<file path="src/rtl/dec_count1.sv">
// Single-decade synchronous BCD counter (0..9) with asynchronous active-low clear.
// Illegal codes 10..15 recover to 0 on the next edge.
module dec_count1 (
   input  logic clk,
   input  logic rst,
   output logic QA,
   output logic QB,
   output logic QC,
   output logic QD
);

   logic [3:0] cnt_q;
   logic [3:0] cnt_d;

   // 9 wraps to 0; 10..15 are illegal and also collapse to 0.
   always_comb begin
      cnt_d = 4'd0;
      if (cnt_q < 4'd9) begin
         cnt_d = cnt_q + 4'd1;
      end
   end

   always_ff @(posedge clk or negedge rst) begin
      if (!rst) begin
         cnt_q <= 4'd0;
      end else begin
         cnt_q <= cnt_d;
      end
   end

   assign QA = cnt_q[0];
   assign QB = cnt_q[1];
   assign QC = cnt_q[2];
   assign QD = cnt_q[3];

endmodule

</file>
<file path="config.mk">
export PLATFORM = sky130hd
export DESIGN_NAME = dec_count1
export DESIGN_NICKNAME = d
export VERILOG_FILES = /design/src/rtl/dec_count1.sv
export SDC_FILE = /design/constraint.sdc
export NUM_CORES = 1
export LEC_CHECK = 0
export ABC_CLOCK_PERIOD_IN_PS = 2400
export CORE_AREA = 2 2 39 41
export CTS_CLUSTER_SIZE = 12
export DETAILED_ROUTE_END_ITERATION = 7
export DIE_AREA = 0 0 41 43
export GPL_ROUTABILITY_DRIVEN = 0
export GPL_TIMING_DRIVEN = 0
export SYNTH_ARGS = -nofsm -noshare
export SYNTH_HDL_FRONTEND = slang
export SYNTH_SLANG_ARGS = --single-unit
</file>
<file path="constraint.sdc">
create_clock -name clk -period 2.4 [get_ports clk]
set_clock_uncertainty 0.15 [all_clocks]
set_input_delay 0.48 -clock clk [delete_from_list [all_inputs] [get_ports clk]]
set_output_delay 0.48 -clock clk [all_outputs]
set_load 0.01 [all_outputs]
</file>
; ---- Word-level counts from Yosys, hierarchy flattened
; Index checks and enable logic that the tools add are counted.
[op_classes]
add_sub_neg = 1
order_cmp = 1
muxes = 1
[op_table]
columns = operator, n
row1 = "adder 4 x 1 -> 4 bit, second input constant", 1
row2 = "< comparator 4 bit, second input constant", 1
row3 = 2-to-1 mux 4 bit, 1
[totals]
register_bits = 4
input_bits = 2
word_cells = 4

; ---- Depth between registers and ports, before layout
[depth]
depth_word = 2
depth_mapped = 4

; ---- Least setup slack after synthesis
; No wires, ideal clock.
[synth_timing]
path_kind = register -> register
start = register cnt_q[0]
end = register cnt_q[2]
t_arrival_ps = 899
t_required_ps = 2120
setup_slack_ps = 1222
stages_incl_launch_ff = 4
path_buffers = 0
cell_sequence = dfrtp_1 > ha_1 > xnor2_1 > o22ai_2
[synth_between]
elab_chain_len = 2
elab_cells_between_ends = 3
classes_between = add/sub: 1 / order compare: 1 / mux: 1
[synth_lines]
columns = item, line
row1 = start: declaration, 12  ; logic [3:0] cnt_q;
row2 = start signal: assignment, 27  ; cnt_q <= cnt_d;
row3 = adder 4 x 1 -> 4 bit or < comparator 4 bit (tied branches), "19, 18"
row4 = 2-to-1 mux 4 bit (*), 18  ; if (cnt_q < 4'd9) begin
row5 = named net cnt_d[2], 13  ; logic [3:0] cnt_d;
; The timed path passes the listed nets; every way through them passes the cells marked *.

; ---- Final worst setup path
[layout_timing]
start = register cnt_q[3]
end = output QD
[layout_lines]
columns = item, line
row1 = end: declaration, 9  ; output logic QD
; No word-level cell between the ends.

==> results.sh <==
export IMPL_outcome="completed"
export IMPL_top_layer_used="met3"
export IMPL_core_area_mm2=0.00138
export IMPL_die_height_um=43
export IMPL_setup_tns_ns=0
export IMPL_slew_headroom_pct=87.4
export IMPL_fin_total_pwr_mw=0.150
export IMPL_portBuffers=5
export IMPL_vdd_ir_drop_max_uv=107
export IMPL_cap_violations=0
export IMPL_cp_end_kind="output pin"
export IMPL_endpoint="QD"
export IMPL_setup_viol=0
export IMPL_syn_to_final_growth_pct=46.5
export IMPL_fmax_mhz=538
export IMPL_ys_seq_elements=4
export IMPL_finalHoldViolCount=0
export IMPL_root_buffer="clkbuf_4"
export IMPL_cts_buffer_depth=2
export IMPL_clkTransAtPathRegs_ns=0.04
export IMPL_die_x_um=41
export IMPL_syn_nets=20
export IMPL_placed_cells=37
export IMPL_crit_path_max_fanout=5
export IMPL_r2r_end="cnt_q[2]$_DFF_PN0_"
export IMPL_required_ns=1.77
export IMPL_yosysTopAreaCell="dfrtp_1"
export IMPL_fin_area_um2=292
export IMPL_cts_hold_buf=0
export IMPL_timing_rr_start="cnt_q[0]$_DFF_PN0_"
export IMPL_first_pass_iters=1
export IMPL_hold_class="in2async"
export IMPL_clk_latency_ns=0.23
export IMPL_drt_iter0_drc=0
export IMPL_grt_setup_unrepaired="false"
export IMPL_startpoint="cnt_q[3]$_DFF_PN0_"
export IMPL_drc=0
export IMPL_synth_seq_area_share_pct=50.3
export IMPL_ant_nets=0
export IMPL_top_regs="cnt_q (4)"
export IMPL_finalCritPeriodShare_pct=77.4
export IMPL_crit_path_start_kind="register"
export IMPL_cts_buffers=3
export IMPL_yosysWarnings=0
export IMPL_grt_pass1_vias=175
export IMPL_n_antenna_cell=0
export IMPL_fin_crit_ns=1.86
export IMPL_dp_hpwl_um=297
export IMPL_grt_pass1_wl_um=690
export IMPL_reg2reg_depth=3
export IMPL_leakagePower_nw=0.122
export IMPL_reg2reg_slack_ns=1.18
export IMPL_synth_cell_types=10
export IMPL_worst_slew_pin_slew_ns=0.188
export IMPL_drv_slew=0
export IMPL_num_fill_cells=152
export IMPL_worstPathArrival_ns=1.23
export IMPL_critical_path_class="reg2out"
export IMPL_met2_length_um=192
export IMPL_largest_reg_flops=4
export IMPL_antenna_found_initial=0
export IMPL_nets=30
export IMPL_ys_top_cells_by_area="dfrtp_1 50%, ha_1 13%, nand2b_4 6.9%"
export IMPL_largest_register="cnt_q"
export IMPL_vias=150
export IMPL_die_area_mm2=0.00176
export IMPL_crit_buf_inv=1
export IMPL_finalWirelength_um=355
export IMPL_fp_row_count=14
export IMPL_cp_slowest_stage_delay_ns=0.57
export IMPL_grt_usage_pct=6.45
export IMPL_io_pins=6
export IMPL_postSynthCellCount=16
export IMPL_layout_common_cells="5 x clkdlybuf4s50_1, 4 x dfrtp_1, 3 x inv_1, 3 x clkbuf_4, 2 x ha_1"
export IMPL_cpLargestDelayFamily="buffers and inverters"
export IMPL_slowest_stage="clkdlybuf4s50_1"
export IMPL_synthesis_area_um2=199
export IMPL_cp_depth=1
export IMPL_start_util_pct=14.4
export IMPL_drt_met1_wl_um=114
export IMPL_post_cts_buffers=0
export IMPL_cts_resized=0
export IMPL_grt_overflow=0
export IMPL_grt_max_degree=6
export IMPL_final_common_cell="clkdlybuf4s50_1"
export IMPL_final_cells=40
export IMPL_synth_top_cell_area_share_pct=50.3
export IMPL_clkSinkCount=4
export IMPL_avgRoutedWirePerCell_um=8.88
export IMPL_syn_area_per_cell_um2=12.4
export IMPL_power_density_mw_per_mm2=514
export IMPL_drive_above_1_share_pct=20.8
export IMPL_cts_htree_levels=1
export IMPL_cts_tree="done"
export IMPL_dpl_cell_area_um2=269
export IMPL_cp_cell_sequence="clkdlybuf4s50_1"
export IMPL_avgViaCountPerCell=3.75
export IMPL_wl_met3_um=48
-- stage by stage --
step / utilization [%] / hold slack (ns) / setup WS [ns]
detailed placement: 19.4 / 0.368 / 0.781
global placement: 19.4 / 0.360 / 0.789
global route: 21.1 / 0.318 / 0.468
CTS: 21.1 / 0.303 / 0.529
finish: 21.1 / 0.306 / 0.543
floorplan: - / 0.0344 / 1.22
-- per-layer routing --
metal | track usage [%] | vias up
met5 | 0 | -
met4 | 6.00 | 0
met3 | 4.71 | 0
met2 | 9.38 | 6
met1 | 5.21 | 73
li1 | - | 71
-- logic make-up (layout without fill, tap and decap cells) --
logic type	count (synthesis)	in the layout	synth area share [%]
buffers and inverters	3	11	5.66
xor gates and xnor gates	1	1	4.40
AOI/OAI and AO/OA	3	3	12.6
muxes	1	1	5.03
and+or+nand+nor	2	2	9.43
DFF	4	4	50.3
adders and majority gates	2	2	12.6
-- worst min path at each step --
stage | to | slack (ns) | depth (start not counted)
3_5_place_dp | cnt_q[0]$_DFF_PN0_ | 0.37 | 1
2_1_floorplan | cnt_q[0]$_DFF_PN0_ | 0.03 | 0
6_report | cnt_q[3]$_DFF_PN0_ | 0.31 | 1
4_1_cts | cnt_q[3]$_DFF_PN0_ | 0.30 | 1
5_1_grt | cnt_q[3]$_DFF_PN0_ | 0.32 | 1
3_3_place_gp | cnt_q[0]$_DFF_PN0_ | 0.36 | 1
-- Yosys cell counts --
| cell type | number |
|---|---|
| ha_1 | 2 |
| nand3_1 | 1 |
| o22ai_2 | 1 |
| a21oi_1 | 1 |
| nand2b_4 | 1 |
| dfrtp_1 | 4 |
| inv_1 | 3 |
| a21boi_1 | 1 |
| xnor2_1 | 1 |
| mux2i_1 | 1 |
-- area by class of cell --
cell class,instances,area (µm²),share of cell area [%]
flip-flops and latches,4,100,34.3
multi-input cells,9,87.6,30.0
well taps,16,20.0,6.87
inverters,3,11.3,3.86
clock buffers,3,22.5,7.73
repair buffers,5,50.0,17.2
-- power breakdown --
| group | internal, mW | switching (mW) |
|---|---|---|
| sequential | 0.0679 | 0 |
| clock | 0.0557 | 0.0238 |
| combinational | 0.00145 | 0.00124 |
(Power assumes the default switching activity.)
